--- config.mk ---
export PLATFORM = sky130hd
export DESIGN_NAME = pe_add_sched
export DESIGN_NICKNAME = d
export VERILOG_FILES = /design/src/rtl/pe_add_pkg.sv /design/src/rtl/adder64.sv /design/src/rtl/pe_rr_arbiter.sv /design/src/rtl/pe_add_sched.sv
export SDC_FILE = /design/constraint.sdc
export NUM_CORES = 1
export LEC_CHECK = 0
export CORE_AREA = 2 2 231 233
export CTS_CLUSTER_SIZE = 8
export DETAILED_ROUTE_END_ITERATION = 12
export DIE_AREA = 0 0 233 235
export DONT_BUFFER_PORTS = 1
export SYNTH_ARGS = -nofsm -noshare
export SYNTH_HDL_FRONTEND = slang
export SYNTH_HIERARCHICAL = 1
export SYNTH_SLANG_ARGS = --single-unit
--- constraint.sdc ---
create_clock -name clk -period 5.9 [get_ports clk]
set_clock_uncertainty 0.2 [all_clocks]
set_input_delay 0.59 -clock clk [delete_from_list [all_inputs] [get_ports clk]]
set_output_delay 0.59 -clock clk [all_outputs]
set_load 0.02 [all_outputs]
--- src/rtl/pe_add_pkg.sv ---
// pe_add_pkg: types and constants shared by the pe_add_sched slice.
// Holds the datapath width, the tag sizing helper, the occupancy FSM
// encoding and the two pipeline register layouts.
package pe_add_pkg;

    localparam int PE_ADD_W        = 64;
    // Widest tag any legal configuration needs (NREQ up to 8)
    localparam int PE_ADD_ID_MAX_W = 3;

    function automatic int clog2(input int value);
        int r;
        r = 0;
        for (int v = value - 1; v > 0; v = v >> 1) begin
            r = r + 1;
        end
        return r;
    endfunction

    // Occupancy encoding is {s1 valid, s2 valid}
    typedef enum logic [1:0] {
        OCC_EMPTY  = 2'b00,
        OCC_S1ONLY = 2'b10,
        OCC_S2ONLY = 2'b01,
        OCC_FULL   = 2'b11
    } occ_t;

    typedef struct packed {
        logic [PE_ADD_W-1:0]        a;
        logic [PE_ADD_W-1:0]        b;
        logic                       cin;
        logic                       sub;
        logic [PE_ADD_ID_MAX_W-1:0] id;
    } s1_t;

    typedef struct packed {
        logic [PE_ADD_W-1:0]        sum;
        logic                       cout;
        logic [PE_ADD_ID_MAX_W-1:0] id;
    } s2_t;

endpackage

--- src/rtl/adder64.sv ---
// adder64: 64-bit carry-lookahead adder, 4-bit lookahead blocks with a
// block-level carry chain. Purely combinational.
module adder64 (
    input  logic [63:0] a,
    input  logic [63:0] b,
    input  logic        cin,
    output logic [63:0] sum,
    output logic        cout
);

    logic [63:0] g;
    logic [63:0] p;
    logic [16:0] bc;
    logic        gb;
    logic        pb;
    logic        c;

    assign g = a & b;
    assign p = a ^ b;

    // Block generate/propagate and carries into each 4-bit block
    always_comb begin
        bc    = '0;
        gb    = 1'b0;
        pb    = 1'b0;
        bc[0] = cin;
        for (int k = 0; k < 16; k++) begin
            pb = &p[4*k +: 4];
            gb = g[4*k+3]
               | (p[4*k+3] & g[4*k+2])
               | (p[4*k+3] & p[4*k+2] & g[4*k+1])
               | (p[4*k+3] & p[4*k+2] & p[4*k+1] & g[4*k]);
            bc[k+1] = gb | (pb & bc[k]);
        end
    end

    // Bit sums inside each block from the block carry-in
    always_comb begin
        sum = '0;
        c   = 1'b0;
        for (int k = 0; k < 16; k++) begin
            c = bc[k];
            for (int j = 0; j < 4; j++) begin
                sum[4*k+j] = p[4*k+j] ^ c;
                c          = g[4*k+j] | (p[4*k+j] & c);
            end
        end
    end

    assign cout = bc[16];

endmodule

--- src/rtl/pe_rr_arbiter.sv ---
// pe_rr_arbiter: combinational round-robin pick. Grants the first
// requester at or after ptr (wrapping), and only when en is high.
// gnt_idx reports the pick even when en is low; the pointer lives
// in the parent.
module pe_rr_arbiter #(
    parameter int NREQ = 4,
    parameter int ID_W = 2
) (
    input  logic [NREQ-1:0] req,
    input  logic [ID_W-1:0] ptr,
    input  logic            en,
    output logic [NREQ-1:0] gnt,
    output logic [ID_W-1:0] gnt_idx
);

    int              idx;
    logic            found;
    logic [ID_W-1:0] cand;

    // Scan from ptr upward, wrapping once, and keep the first valid hit
    always_comb begin
        gnt     = '0;
        gnt_idx = '0;
        idx     = 0;
        found   = 1'b0;
        cand    = '0;
        for (int k = 0; k < NREQ; k++) begin
            idx = int'(ptr) + k;
            if (idx >= NREQ) begin
                idx = idx - NREQ;
            end
            cand = ID_W'(idx);
            if (!found && req[cand]) begin
                found   = 1'b1;
                gnt_idx = cand;
            end
        end
        if (found && en) begin
            gnt[gnt_idx] = 1'b1;
        end
    end

endmodule

--- src/rtl/pe_add_sched.sv ---
// pe_add_sched: shares one adder64 among NREQ valid/ready requesters.
// Pipeline: operand register (_p1) -> adder64 -> result register (_p2),
// results leave on one tagged channel with backpressure.
// Build option: define PE_ADD_SUB_EN to add the req_sub port; a sub op
// computes a + ~b + 1 and rsp_cout=1 then means "no borrow".
module pe_add_sched
    import pe_add_pkg::*;
#(
    parameter int NREQ = 4,
    parameter int ID_W = 2
) (
    input  logic                     clk,
    input  logic                     rst_n,
    input  logic [NREQ-1:0]          req_valid,
    output logic [NREQ-1:0]          req_ready,
    input  logic [NREQ*PE_ADD_W-1:0] req_a,
    input  logic [NREQ*PE_ADD_W-1:0] req_b,
    input  logic [NREQ-1:0]          req_cin,
`ifdef PE_ADD_SUB_EN
    input  logic [NREQ-1:0]          req_sub,
`endif
    output logic                     rsp_valid,
    input  logic                     rsp_ready,
    output logic [ID_W-1:0]          rsp_id,
    output logic [PE_ADD_W-1:0]      rsp_sum,
    output logic                     rsp_cout
);

    if (ID_W != clog2(NREQ) || NREQ < 2 || NREQ > 8) begin : g_bad_param
        $error("pe_add_sched: NREQ must be 2..8 and ID_W must equal clog2(NREQ)");
    end

    logic [PE_ADD_W-1:0] a_lane [NREQ];
    logic [PE_ADD_W-1:0] b_lane [NREQ];

    for (genvar i = 0; i < NREQ; i++) begin : g_lane
        assign a_lane[i] = req_a[PE_ADD_W*i +: PE_ADD_W];
        assign b_lane[i] = req_b[PE_ADD_W*i +: PE_ADD_W];
    end

    occ_t                occ_q;
    occ_t                occ_d;
    logic                vld_p1;
    logic                vld_p2;
    logic                adv1;
    logic                adv2;
    logic                arb_en;
    logic                accept;
    logic [NREQ-1:0]     gnt;
    logic [ID_W-1:0]     gnt_idx;
    logic [ID_W-1:0]     rr_ptr;
    logic                sub_sel;
    s1_t                 s1_p1;
    s2_t                 s2_p2;
    logic [PE_ADD_W-1:0] add_b;
    logic                add_cin;
    logic [PE_ADD_W-1:0] add_sum;
    logic                add_cout;
    logic                id_hi_unused;

    assign vld_p1 = occ_q[1];
    assign vld_p2 = occ_q[0];
    assign adv2   = ~vld_p2 | rsp_ready;
    assign adv1   = ~vld_p1 | adv2;
    // Held in reset, nothing may be granted
    assign arb_en = adv1 & rst_n;

    pe_rr_arbiter #(
        .NREQ (NREQ),
        .ID_W (ID_W)
    ) u_arb (
        .req     (req_valid),
        .ptr     (rr_ptr),
        .en      (arb_en),
        .gnt     (gnt),
        .gnt_idx (gnt_idx)
    );

    assign req_ready = gnt;
    assign accept    = |gnt;

`ifdef PE_ADD_SUB_EN
    assign sub_sel = req_sub[gnt_idx];
`else
    assign sub_sel = 1'b0;
`endif

    // Occupancy state register
    always_ff @(posedge clk or negedge rst_n) begin
        if (!rst_n) begin
            occ_q <= OCC_EMPTY;
        end else begin
            occ_q <= occ_d;
        end
    end

    // Occupancy next state from accept and result handshake
    always_comb begin
        occ_d = occ_q;
        case (occ_q)
            OCC_EMPTY:  occ_d = accept ? OCC_S1ONLY : OCC_EMPTY;
            OCC_S1ONLY: occ_d = accept ? OCC_FULL : OCC_S2ONLY;
            OCC_S2ONLY: begin
                if (rsp_ready) begin
                    occ_d = accept ? OCC_S1ONLY : OCC_EMPTY;
                end else begin
                    occ_d = accept ? OCC_FULL : OCC_S2ONLY;
                end
            end
            OCC_FULL: begin
                if (rsp_ready) begin
                    occ_d = accept ? OCC_FULL : OCC_S2ONLY;
                end
            end
            default: occ_d = OCC_EMPTY;
        endcase
    end

    // Round-robin pointer moves just past the last accepted requester
    always_ff @(posedge clk or negedge rst_n) begin
        if (!rst_n) begin
            rr_ptr <= '0;
        end else if (accept) begin
            rr_ptr <= (gnt_idx == ID_W'(NREQ - 1)) ? '0 : gnt_idx + ID_W'(1);
        end
    end

    // ---- stage 0 -> 1: operand register ----
    // Capture the granted requester's operands and tag
    always_ff @(posedge clk) begin
        if (accept) begin
            s1_p1.a   <= a_lane[gnt_idx];
            s1_p1.b   <= b_lane[gnt_idx];
            s1_p1.cin <= req_cin[gnt_idx];
            s1_p1.sub <= sub_sel;
            s1_p1.id  <= PE_ADD_ID_MAX_W'(gnt_idx);
        end
    end

    // Subtract reuses the adder as a + ~b + 1; the request carry is ignored then
    assign add_b   = s1_p1.sub ? ~s1_p1.b : s1_p1.b;
    assign add_cin = s1_p1.sub | s1_p1.cin;

    adder64 u_add (
        .a    (s1_p1.a),
        .b    (add_b),
        .cin  (add_cin),
        .sum  (add_sum),
        .cout (add_cout)
    );

    // ---- stage 1 -> 2: result register ----
    // Load the adder result whenever the result slot is free or draining
    always_ff @(posedge clk or negedge rst_n) begin
        if (!rst_n) begin
            s2_p2 <= '0;
        end else if (vld_p1 && adv2) begin
            s2_p2.sum  <= add_sum;
            s2_p2.cout <= add_cout;
            s2_p2.id   <= s1_p1.id;
        end
    end

    assign rsp_valid = vld_p2;
    assign rsp_id    = s2_p2.id[ID_W-1:0];
    assign rsp_sum   = s2_p2.sum;
    assign rsp_cout  = s2_p2.cout;

    // Tag bits above ID_W are always zero and never leave the block
    assign id_hi_unused = ^s2_p2.id;

endmodule

==> flow_summary.yaml, run 1 <==
cts:
  clockBufferDepth: 3
  insertion_delay_ps: 560
  htreeDepth: 1
  cts_sinks: 202
  cts_tree: "yes"
  cts_buffers: 30
  cts-root-buf: "clkbuf_16"
  ctsResizeCount: 0
  cts.clk_slew.worst_paths_ps: 50
setup_path:
  slowest_stage: "fa_1"
  cp_common_cell: "fa_1"
  crit_chain: "ha_1, a21oi_1, nor2_1, o31ai_1, nand3_2, o211ai_4, a2111oi_4, a211oi_1, o21ai_1, fa_1, fa_1, fa_1, xor2_1, mux2_2"
  cp-start-kind: "register"
  arrival_ps: 4760
  cp_max_fo: 4
  worst-path-buf-inv: 0
  cpPeakStageDelay_ps: 400
  cp-end-kind: "register"
  crit_family: "compound AO/OA/AOI/OAI gates"
  critPathKind: "reg -> reg"
  cp_data_required_time_ps: 6150
placement:
  io_buffer_count: 0
  gp_congestion: 1.02
  hpwl_um: 29700
  place_area_mm2: 0.0132
  placed_cells: 1391
yosys:
  ys_warn_count: 6
  syn_inst: 733
  synth_edf_count: 131
  syn_nets: 1369
  ys.flop_type: "edfxtp_1"
  yosys_register_bits: 202
  syn-cell-area_mm2: 0.0126
  synthArstFlopShare_pct: 35.1
  avgSynthCellArea_um2: 17.1
  ys_seq_area_share_pct: 45.5
  yosysUniqueCellTypes: 53
cells_and_area:
  drive_above_1_share_pct: 33.8
  fin_cells: 1460
  fin_area_mm2: 0.0142
  fin_util_pct: 27.2
  nets: 1373
  syn2layout_area_growth_pct: 13.4
  layout_commonest_cell: "edfxtp_1"
  layout_common_cells: "edfxtp_1, mux4_2, dfrtp_1, mux2_2, ha_1"
detailed_routing:
  top_layer_used: "met5"
  ant_nets: 0
  met3WireLength_um: 3490
  drc: 0
  avgViaCountPerCell: 4.94
  vias: 7209
  first_pass_iters: 4
  met1_length_um: 15100
  drt_iter0_drc: 375
  wl_per_cell_um: 25.7
  drt_wl_total_um: 37500
  dr_wl_met2_um: 18200
timing:
  rsz0062_at_grt: "no"
  slew_viol_final: 0
  slew_headroom_pct: 26.5
  fmax_ghz: 0.222
  tightest_slew_ps: 1100
  final_hold_viol_count: 0
  period_needed_ps: 4510
  setup_viol: 0
  fin_tns_setup_ps: 0
  period_share_pct: 76.5
power:
  p_total_mw: 9.80
  pwr_density_cell_mw_per_mm2: 689
  p_leak_nw: 5.04
  ir_drop_mv: 0.254
grt:
  grt_util_all_layers_pct: 13.4
  grt_first_pass_wirelength_um: 54000
  grt_max_degree: 130
  grt_pass1_vias: 7845
  grt-ovfl-total: 0
  antenna_found_initial: 16
floorplanning:
  core-area_mm2: 0.0522
  initial_core_util_pct: 24.0
  placementRows: 84
  die_w_um: 233
  pin_count: 595
  die_h_um: 235
  die-area_mm2: 0.0548
flow_run:
  max_cap_viol_count: 0
min_path:
  min_path_type: "in -> reg"
run_status:
  status: "finished, final reports clean"
repair_timing:
item,CTS,global route
endpoints found under the setup margin,0,0
endpoints found under the hold margin,71,0
setup buffers,0,0
hold buffers,2,0
logic make-up after synthesis:
logic type / count (synthesis) / synth area share (%)
muxes: 198 / 29.3
xor gates and xnor gates: 16 / 1.12
and+or+nand+nor: 72 / 3.15
buffers and inverters: 63 / 2.89
AOI/OAI and AO/OA: 69 / 3.87
adders and majority gates: 113 / 14.1
DFF: 202 / 45.5
worst reg2reg max path, delay by kind of cell, from the launching register on:
kind	cells	cell delay, ps
compound gates	6	1560
fa+ha+maj	4	1490
flops	1	390
simple gates	2	370
mux	1	250
xor+xnor	1	150
metrics by stage:
stage / hold WS, ps / setup WS, ps
after global routing: 66.5 / 1060
after detailed placement: 96.4 / 1350
after CTS: 40.1 / 1320
after floorplan: 94.4 / 833
final: 90.4 / 1390
after global placement: 96.9 / 1340
where the power goes:
group / switching [mW] / internal [mW]
clock network: 0.640 / 1.04
logic: 2.35 / 2.31
registers: 0.894 / 2.58
total: 3.88 / 5.92
path summary, 6_finish.rpt:
path | from | to | slack, ps | cells after the start
min in group asynchronous | rst_n | rsp_sum[11] | 420 | 2
max reg2reg | s1_p1[69] | rsp_sum[63] | 1390 | 14
min reg2reg | s1_p1[1] | rsp_id[1] | 280 | 1
max | s1_p1[69] | rsp_sum[63] | 1390 | 14
min | rsp_ready | occ_q[0] | 90 | 2
max in group asynchronous | rst_n | rsp_sum[41] | 4720 | 2
flip-flops by register name, summed over array words and instances (netlist names):
name	flops
s1_p1	131
rsp_sum	64
occ_q	2
rsp_id	2
rr_ptr	2
rsp_cout	1
cells in the mapped netlist (2+ instances only):
| cell type | count | area share (%) |
|---|---|---|
| o21bai_1 | 4 | 0.24 |
| o21a_1 | 2 | 0.12 |
| nand2_1 | 19 | 0.57 |
| nand4_1 | 11 | 0.55 |
| ha_1 | 65 | 6.5 |
| clkbuf_1 | 2 | 0.060 |
| a211oi_1 | 5 | 0.30 |
| dfrtp_1 | 71 | 14 |
| buf_6 | 11 | 0.99 |
| xnor2_1 | 3 | 0.21 |
| mux2_2 | 69 | 6.2 |
| nor3_1 | 3 | 0.12 |
| o31ai_1 | 5 | 0.30 |
| o21ai_0 | 6 | 0.24 |
| nor2_1 | 12 | 0.36 |
| edfxtp_1 | 131 | 31 |
| a21o_1 | 6 | 0.36 |
| buf_2 | 16 | 0.64 |
| o21ai_1 | 5 | 0.20 |
| nand3_1 | 3 | 0.12 |
| buf_4 | 6 | 0.36 |
| nor2b_1 | 6 | 0.30 |
| a21oi_1 | 26 | 1.0 |
| mux4_2 | 129 | 23 |
| inv_1 | 26 | 0.78 |
| nand2b_1 | 5 | 0.25 |
| fa_1 | 48 | 7.7 |
| xor2_1 | 13 | 0.91 |
per-layer routing:
metal / GRT usage [%] / vias up
met5: 0 / -
met4: 2.68 / 18
met3: 4.72 / 59
met2: 21.9 / 382
met1: 17.1 / 3751
li1: - / 2999
cell type report:
cell class	instances	area (um^2)
clock inverters	2	35.0
diodes	11	27.5
multi-input cells	468	6490
well taps	688	861
flip-flops and latches	202	5710
repair buffers	8	108
inverters	27	111
clock buffers	54	882
fillers	5258	38000
No activity file was read; power rests on OpenSTA's default activity.
==> inputs of run 2 (changes only) <==
clock period = 4.5 ns   (was 5.9 ns; I/O delays follow)
==> flow_summary.yaml, run 2 (same netlist as run 1, synthesis figures left out) <==
run_status:
  status: "finished, final reports clean"
power:
  p_leak_nw: 5.44
  p_total_mw: 13.1
  pwr_density_cell_mw_per_mm2: 865
  ir_drop_mv: 0.499
placement:
  hpwl_um: 30000
  post-place-ws_ps: -73.0
  gp_congestion: 1.10
  io_buffer_count: 0
cts:
  cts_sinks: 202
  insertion_delay_ps: 550
  cts_tree: "yes"
  clockBufferDepth: 3
  cts-root-buf: "clkbuf_16"
  cts.clk_slew.worst_paths_ps: 50
  cts_buffers: 29
  htreeDepth: 1
min_path:
  min_to: "s1_p1[123]"
  min_path_cells: 1
  min_path_type: "in -> reg"
  hp-start: "req_a[54]"
floorplanning:
  die-area_mm2: 0.0548
  placementRows: 84
  die_h_um: 235
  core-area_mm2: 0.0522
  initial_core_util_pct: 24.0
  die_w_um: 233
  pin_count: 595
detailed_routing:
  vias: 7631
  ant_nets: 0
  wl_per_cell_um: 24.6
  avgViaCountPerCell: 4.90
  first_pass_iters: 4
  drt_wl_total_um: 38300
  drt_iter0_drc: 466
  drc: 0
grt:
  grt_first_pass_wirelength_um: 56100
  grt_pass1_vias: 8244
  grt_max_degree: 130
  grt_util_all_layers_pct: 13.7
  grt-ovfl-total: 0
  antenna_found_initial: 21
timing:
  final_hold_viol_count: 0
  rsz0062_at_grt: "no"
  fin_tns_setup_ps: 0
  setup_viol: 0
  fmax_ghz: 0.236
  period_share_pct: 94.1
  period_needed_ps: 4230
  fin_ws_ps: 267
  tightest_slew_ps: 1180
  slew_headroom_pct: 21.5
  slew_viol_final: 0
cells_and_area:
  nets: 1475
  top_register: "s1_p1"
  layout_commonest_cell: "edfxtp_1"
  drive_above_1_share_pct: 30.9
  syn2layout_area_growth_pct: 21.1
  largest_reg_flops: 131
  layout_common_cells: "edfxtp_1, mux4_2, dlygate4sd3_1, dfrtp_1, mux2_2"
setup_path:
  cpPeakStageDelay_ps: 400
  worst-path-buf-inv: 2
  crit_chain: "ha_1, a21oi_1, nor2_1, o31ai_2, nand3_2, buf_4, o211ai_4, buf_4, a21oi_1, nor2_1, o21bai_1, fa_1, fa_1, fa_1, xor2_1, mux2_2"
  cp_data_required_time_ps: 4730
  cp-start-kind: "register"
  cp-end-kind: "register"
  cp_max_fo: 4
  cp_common_cell: "fa_1"
  crit_family: "adder cells"
  r2r_start: "s1_p1[69]"
  arrival_ps: 4460
  slowest_stage: "edfxtp_1"
  critPathKind: "reg -> reg"
  reg2reg_depth: 16
  r2r-end: "rsp_sum[51]"
  reg2reg_slack_ps: 270
flow_run:
  max_cap_viol_count: 0
## run 2: how the worst max path moves through the flow
| stage | start | to | slack [ps] | cells past startpoint |
|---|---|---|---|---|
| 2_1_floorplan | rr_ptr[1] | s1_p1[0] | 110 | 6 |
| 3_3_place_gp | s1_p1[69] | rsp_sum[63] | -30 | 14 |
| 3_5_place_dp | s1_p1[69] | rsp_sum[63] | -70 | 14 |
| 4_1_cts | s1_p1[94] | rsp_sum[63] | 10 | 15 |
| 5_1_grt | s1_p1[98] | rsp_sum[63] | 0.6 | 15 |
| 6_report | s1_p1[69] | rsp_sum[51] | 270 | 16 |
## run 2: layer usage
layer / routed length (um) / global-route usage, % / vias to the layer above
li1: - / - / 3187
met1: 15500 / 17.7 / 3955
met2: 18600 / 22.5 / 389
met3: 3250 / 4.20 / 80
met4: 812 / 3.51 / 20
met5: 138 / 0 / -
## run 2: area by class of cell
| type | instances | area, um^2 |
|---|---|---|
| fill | 5163 | 37000 |
| multi-input combinational | 468 | 6530 |
| inverter | 27 | 110 |
| sequential | 202 | 5710 |
| antenna | 7 | 17.5 |
| timing repair buffer | 111 | 1140 |
| clock buffer | 53 | 836 |
| tap | 688 | 861 |
## run 2: worst reg2reg max path: cells and delay by family (launching register included)
kind / cells / cell delay (ps)
AND/OR/NAND/NOR: 3 / 330
buffers and inverters: 2 / 330
XOR/XNOR: 1 / 180
multiplexers: 1 / 260
flip-flops: 1 / 400
AO/OA/AOI/OAI: 5 / 910
adder cells (fa/ha/maj): 4 / 1500
## run 2: power by group
| part | internal, mW | switching [mW] |
|---|---|---|
| combinational | 3.39 | 3.15 |
| sequential | 3.38 | 1.18 |
| clock | 1.23 | 0.809 |
## run 2: repair_timing
item                                    CTS  global route
pin swaps                                 1             3
buffers inserted                          2             1
cloned                                    0             0
endpoints found under the hold margin   122             1
hold buffers                             97             2
endpoints found under the setup margin    3             6
gates resized for setup                   1             6
## run 2: metrics by stage
stage	utilization [%]	hold WS (ps)	cell area, um^2	std cells
floorplan	-	-45.6	12600	733
global placement	25.4	-42.6	13300	1394
detailed placement	25.4	-43.0	13300	1394
CTS	29.0	0.0274	15100	1546
global route	29.1	1.40	15200	1554
finish	29.1	29.9	15200	1556
==> inputs of run 3 (changes only) <==
CAP_MARGIN = 20   (was unset)
==> flow_summary.yaml, run 3 (same netlist as run 1, synthesis figures left out) <==
cells_and_area:
  top_register: "s1_p1"
  fin_util_pct: 29.2
  fin_area_mm2: 0.0153
  nets: 1477
  layout_commonest_cell: "edfxtp_1"
  largest_reg_flops: 131
  drive_above_1_share_pct: 31.1
  syn2layout_area_growth_pct: 21.6
  layout_common_cells: "edfxtp_1, mux4_2, dlygate4sd3_1, dfrtp_1, mux2_2"
power:
  power.share.clock_pct: 15.5
  intPower_mw: 8.01
  pwr_density_cell_mw_per_mm2: 862
  combPwrFrac_pct: 49.9
  ir_drop_mv: 0.495
  p_switching_mw: 5.14
  p_total_mw: 13.2
  p_seq_share_pct: 34.7
  swShare_pct: 39.1
  p_leak_nw: 5.46
grt:
  grt_pass1_vias: 8244
  grt_first_pass_wirelength_um: 56100
  grt_max_degree: 130
  antenna_found_initial: 21
  grt-ovfl-total: 0
  grt_util_all_layers_pct: 13.7
cts:
  cts_tree: "yes"
  cts-root-buf: "clkbuf_16"
  cts.clk_slew.worst_paths_ps: 50
  cts_buffers: 29
  insertion_delay_ps: 550
  htreeDepth: 1
  cts_sinks: 202
  clockBufferDepth: 3
detailed_routing:
  avgViaCountPerCell: 4.86
  wl_per_cell_um: 24.5
  drt_iter0_drc: 418
  ant_nets: 0
  vias: 7584
  drc: 0
  first_pass_iters: 4
  drt_wl_total_um: 38300
timing:
  hold_ws_ps: 31.6
  rsz0062_at_grt: "no"
  tightest_slew_ps: 1070
  period_share_pct: 94.1
  slew_viol_final: 0
  setup_viol: 0
  fmax_ghz: 0.236
  slew_headroom_pct: 28.7
  final_hold_viol_count: 0
  period_needed_ps: 4230
placement:
  io_buffer_count: 0
  place_area_mm2: 0.0133
  gp_congestion: 1.10
  hpwl_um: 30000
floorplanning:
  die_h_um: 235
  die-area_mm2: 0.0548
  core-area_mm2: 0.0522
  initial_core_util_pct: 24.0
  pin_count: 595
  placementRows: 84
  die_w_um: 233
setup_path:
  cp-start-kind: "register"
  reg2reg_depth: 16
  crit_start: "s1_p1[74]"
  cp_max_fo: 4
  reg2reg_slack_ps: 270
  critPathKind: "reg -> reg"
  r2r_start: "s1_p1[74]"
  cp_common_cell: "fa_1"
  cpPeakStageDelay_ps: 420
  slowest_stage: "edfxtp_1"
  cp-end-kind: "register"
  crit_chain: "ha_1, a21oi_1, o21ai_2, or3b_1, nand3_2, buf_4, o211ai_4, buf_4, a21oi_1, nor2_1, o21bai_1, fa_1, fa_1, fa_1, xor2_1, mux2_2"
  r2r-end: "rsp_sum[51]"
  crit_end: "rsp_sum[51]"
  arrival_ps: 4460
  cp_data_required_time_ps: 4730
min_path:
  min_path_type: "in -> reg"
run_status:
  status: "finished, final reports clean"
flow_run:
  max_cap_viol_count: 0
## run 3: cell count changes in the layout (fill, tap and decap cells not counted), sizes merged
cell,change
diode,+4
buf,+2
## run 3: through the flow
step,setup slack [ps],TNS (ps),instances
final,265,0,1562
after global routing,3.28,0,1556
after CTS,10.3,0,1546
after detailed placement,-73.0,-135,1394
after global placement,-27.3,-27.3,1394
after floorplan,108,0,733
## run 3: what timing repair did
item | in CTS | in global routing
gates cloned | 0 | 0
hold buffers | 97 | 2
pin swaps | 1 | 3
hold endpoints to repair | 122 | 1
buffers inserted | 2 | 1
endpoints found under the setup margin | 3 | 6
gates resized for setup | 1 | 6
## run 3: cell type report
cell class	count	area, um^2
flip-flops and latches	202	5710
clock buffers	53	836
inverters	27	110
diodes	11	27.5
well taps	688	861
multi-input cells	468	6530
repair buffers	113	1180
fillers	5155	37000
## run 3: worst max-delay path, delay by kind of cell (launching register included)
kind                     cells  cell delay (ps)
AO/OA/AOI/OAI                5              790
XOR/XNOR                     1              180
adder cells (fa/ha/maj)      4             1540
buffers and inverters        2              340
flip-flops                   1              420
multiplexers                 1              260
AND/OR/NAND/NOR              3              400
## run 3: worst min path at each step
stage	end	from	slack [ps]	depth (start not counted)
2_1_floorplan	occ_q[0]	rst_n	-50	0
3_3_place_gp	rsp_sum[5]	rst_n	-40	0
3_5_place_dp	rsp_sum[5]	rst_n	-40	0
4_1_cts	s1_p1[67]	req_b[190]	0.03	1
5_1_grt	s1_p1[59]	req_b[54]	1	1
6_report	s1_p1[84]	req_a[15]	30	1
## run 3: power groups by stage
stage	logic [mW]	registers (mW)	clock network [mW]
after detailed placement	6.25	4.62	0
final	6.56	4.56	2.03
after global placement	6.12	4.59	0
after floorplan	4.80	4.35	0
after CTS	6.67	4.60	2.10
after global routing	7.45	4.70	2.18
## run 3: metal layers
layer / share of wire (%) / global-route usage, % / vias up
met5: 0.38 / 0 / -
met4: 1.8 / 3.51 / 20
met3: 8.6 / 4.20 / 69
met2: 49 / 22.5 / 380
met1: 40 / 17.7 / 3919
li1: - / - / 3196
==> RTL change 1: new RTL, settings of run 2 <==
Add a define of `PE_ADD_SUB_EN`.
--- a/src/rtl/pe_add_sched.sv
+++ b/src/rtl/pe_add_sched.sv
@@ -4,4 +4,6 @@
 // Build option: define PE_ADD_SUB_EN to add the req_sub port; a sub op
 // computes a + ~b + 1 and rsp_cout=1 then means "no borrow".
+`define PE_ADD_SUB_EN
+
 module pe_add_sched
     import pe_add_pkg::*;
Interface: changed (added req_sub); port bits go from 595 to 599. The function was not compared with the original's and may differ.
==> RTL change 1 against run 2 <==
The flow now finishes with violations (setup timing). Routed wire length is 17% higher. Power is 40% higher. Critical path depth is 1 higher. Cell area is 19% higher. Largest power group unchanged. Via count is 17% higher. Setup slack worse by 290 ps. Hold slack worse by 3.5 ps. Critical endpoint is now rsp_sum[55]. Sequential cell count is 1 higher. Synthesized area is 5.1% higher.
==> RTL change 1: results <==
[yosys]
postSynthAreaPerCell_um2 = 16.4
synth_edf_count = 132
synth-seq-area-share_pct = 43.5
async_reset_ff_share_pct = 35.0

[power_and_ir_drop]
vdd.ir_drop.worst_uv = 595

[sta]
finalHoldWorstSlack_ps = 26.3
timing.slew.headroom_pct = 26.5
setup-violations-final = 1
layout_setup_ws_ps = -23.5

[grt]
initial_antenna_violation_count = 17
grt_start_max_net_pins = 78

[place]
placement.setup.worst_slack_ps = -448
gp_congestion = 1.20

[outcome]
violations = "setup timing"
run_status = "complete, but fails checks"

[finish]
final_nets = 1749
fillCellCount = 5046
largest_reg_flops = 132
drive_above_1_share_pct = 37.5

[setup_path]
crit_fanout = 8
timing.critical_path.arrival_ps = 4770

[cts]
cts_made_buffers = 30
clkLatencyLatePin_ps = 570

[routing]
drt_iter0_drc = 528
detailed_route_wire_length_mm = 44.9
-- RTL change 1: changes by cell type after synthesis, sizes merged, moves of 3 or more --
cell	before	now
buf	33	42
nand4	11	7
o21ai	12	15
xor2	13	77
a211oi	5	2
a21o	6	13
-- RTL change 1: what timing repair did --
item / 4_1_cts / 5_1_grt
setup buffers: 5 / 7
pin swaps: 17 / 21
endpoints found under the hold margin: 179 / 2
hold buffers: 212 / 4
endpoints found under the setup margin: 20 / 24
gates cloned: 2 / 2
resized for setup: 61 / 39
-- RTL change 1: cells by family (layout without fill, tap and decap cells) --
family,after synthesis,after routing,share of synthesized area (%)
and+or+nand+nor,69,69,3.01
muxes,199,199,28.1
DFF,203,203,43.5
other,0,10,0
adders and majority gates,113,113,13.5
xor gates and xnor gates,80,80,5.31
AOI/OAI and AO/OA,73,73,3.60
buffers and inverters,69,396,2.99
-- RTL change 1: final cells by class --
| cell class | count | area (µm²) | area share, % |
|---|---|---|---|
| diodes | 10 | 25.0 | 0.138 |
| multi-input cells | 534 | 7430 | 41.0 |
| clock buffers | 55 | 896 | 4.94 |
| well taps | 688 | 861 | 4.75 |
| flip-flops and latches | 203 | 5740 | 31.7 |
| repair buffers | 314 | 3060 | 16.9 |
| clock inverters | 1 | 7.51 | 0.0414 |
| inverters | 26 | 106 | 0.587 |
-- RTL change 1: final timing paths --
path,startpoint,end,cells after the start
hold / removal,req_a[177],s1_p1[118],1
max in group asynchronous,rst_n,rsp_sum[63],2
hold reg to reg,rr_ptr[0],rr_ptr[0],2
min in group asynchronous,rst_n,rsp_sum[55],2
setup reg to reg,s1_p1[3],rsp_sum[55],17
setup / recovery,s1_p1[3],rsp_sum[55],17
-- RTL change 1: critical path: stages, from the launching register on --
cell and delay, ps:
edfxtp_1 420, buf_6 170, buf_12 160, xor2_1 180
ha_1 320, a21oi_1 150, o21ai_1 130, or3_4 420
o21ai_2 160, buf_6 130, a21oi_4 80, buf_6 150
a21o_1 180, fa_2 360, fa_2 370, fa_2 340
xor2_1 180, mux2_2 260
-- RTL change 1: power breakdown --
group          internal [W]  switching, W
Sequential          0.00343       0.00118
Combinational       0.00625       0.00537
Clock               0.00132      0.000851
Total                0.0110       0.00740
-- RTL change 1: layer usage --
layer | GRT usage, % | vias up | wire length, µm
met2 | 25.6 | 453 | 21500
met1 | 19.8 | 4600 | 17700
met5 | 0 | - | 101
met4 | 3.24 | 16 | 867
met3 | 6.23 | 73 | 4740
li1 | - | 3800 | -
-- RTL change 1: stage by stage --
stage	setup TNS, ps	total power [W]
2_1_floorplan	0	0.0110
3_3_place_gp	-2040	0.0143
3_5_place_dp	-4110	0.0146
4_1_cts	-158	0.0182
5_1_grt	-1180	0.0201
6_report	-23.5	0.0184
==> RTL change 2: new RTL, settings of run 2 <==
Made on the original files. Reset style: synchronous (`rst_n`), changed in 3 clocked blocks.
--- a/src/rtl/pe_add_sched.sv
+++ b/src/rtl/pe_add_sched.sv
@@ -87,5 +87,5 @@
 
     // Occupancy state register
-    always_ff @(posedge clk or negedge rst_n) begin
+    always_ff @(posedge clk) begin
         if (!rst_n) begin
             occ_q <= OCC_EMPTY;
@@ -118,5 +118,5 @@
 
     // Round-robin pointer moves just past the last accepted requester
-    always_ff @(posedge clk or negedge rst_n) begin
+    always_ff @(posedge clk) begin
         if (!rst_n) begin
             rr_ptr <= '0;
@@ -152,5 +152,5 @@
     // ---- stage 1 -> 2: result register ----
     // Load the adder result whenever the result slot is free or draining
-    always_ff @(posedge clk or negedge rst_n) begin
+    always_ff @(posedge clk) begin
         if (!rst_n) begin
             s2_p2 <= '0;
Behaviour: differs if rst_n is asserted again (counterexample within 4 cycles, from zero or initial values and one cycle with rst_n low); with rst_n held inactive, the same outputs for 4 cycles.
==> RTL change 2 against run 2 <==
Die area unchanged. Power fell by 3.6%. First-iteration DRC count shrank 18%. Sequential cell count unchanged. Hold slack worse by 2.5 ps. Synthesized area grew 1.2%. Critical endpoint is now rsp_sum[63]. Sequential power is 8.8% lower. Setup slack worse by 44 ps. Routed wire length is 3.8% higher. Cell area rose by 9.7%.
==> RTL change 2: results <==
[min_path]
worstHoldStart = "req_a[8]"

[setup_path]
timing.critical_path.arrival_ps = 4500
startpoint = "s1_p1[94]"
crit_fanout = 3
slowest_stage_delay_on_critical_path_ps = 420
regToRegSetupSlack_ps = 220

[routing]
drt_pass1_iterations = 7
vias_per_cell = 4.74

[cts]
cts_made_buffers = 30
clkLatencyLatePin_ps = 570
cts-hold-fix-buffers = 222

[power_and_ir_drop]
pwr-share-comb_pct = 49.7
swShare_pct = 38.9
total_leakage_power_nw = 5.90

[grt]
grt_usage_pct = 14.0
grt_pass1_wl_mm = 57.9

[yosys]
compound_gate_portion_of_the_synthesized_area_pct = 3.95
async_reset_ff_share_pct = 0
synth_area_leaders = "edfxtp_1 31%, mux4_2 23%, dfxtp_1 11%"
postSynthAreaPerCell_um2 = 14.3
synth_adder_area_share_pct = 14.0
netlist_top_cells_count = "152 x nand2_1, 131 x edfxtp_1, 129 x mux4_2"
synth.net_count = 1523

[sta]
timing.slew.headroom_pct = 23.1

[place]
gp_congestion = 0.888
dpl-instance-area_um2 = 13400
placement.setup.worst_slack_ps = -162

[finish]
fillCellCount = 5161

[outcome]
run_status = "finished, final reports clean"
## RTL change 2: cell types whose count changed after synthesis, moves of 3 or more
cell / change
buf_2: +3
buf_4: -4
buf_6: +4
clkbuf_1: +12
dfrtp_1: -71
dfxtp_1: +71
mux2_2: -68
mux2i_1: +67
nand2_1: +133
## RTL change 2: metal layers
layer / global-route usage, % / vias to the layer above / share of wire [%]
met3: 4.30 / 67 / 8.2
met4: 4.40 / 14 / 2.8
li1: - / 3877 / -
met2: 24.7 / 413 / 51
met5: 0 / - / 0.23
met1: 16.1 / 4286 / 38
## RTL change 2: area by class of cell
| cell class | instances | area, µm² | area share, % |
|---|---|---|---|
| Multi-Input combinational cell | 605 | 6970 | 41.8 |
| Sequential cell | 202 | 5360 | 32.1 |
| Timing Repair Buffer | 244 | 2440 | 14.6 |
| Clock buffer | 52 | 863 | 5.18 |
| Tap cell | 688 | 861 | 5.16 |
| Inverter | 28 | 114 | 0.683 |
| Clock inverter | 3 | 51.3 | 0.308 |
| Antenna cell | 6 | 15.0 | 0.0900 |
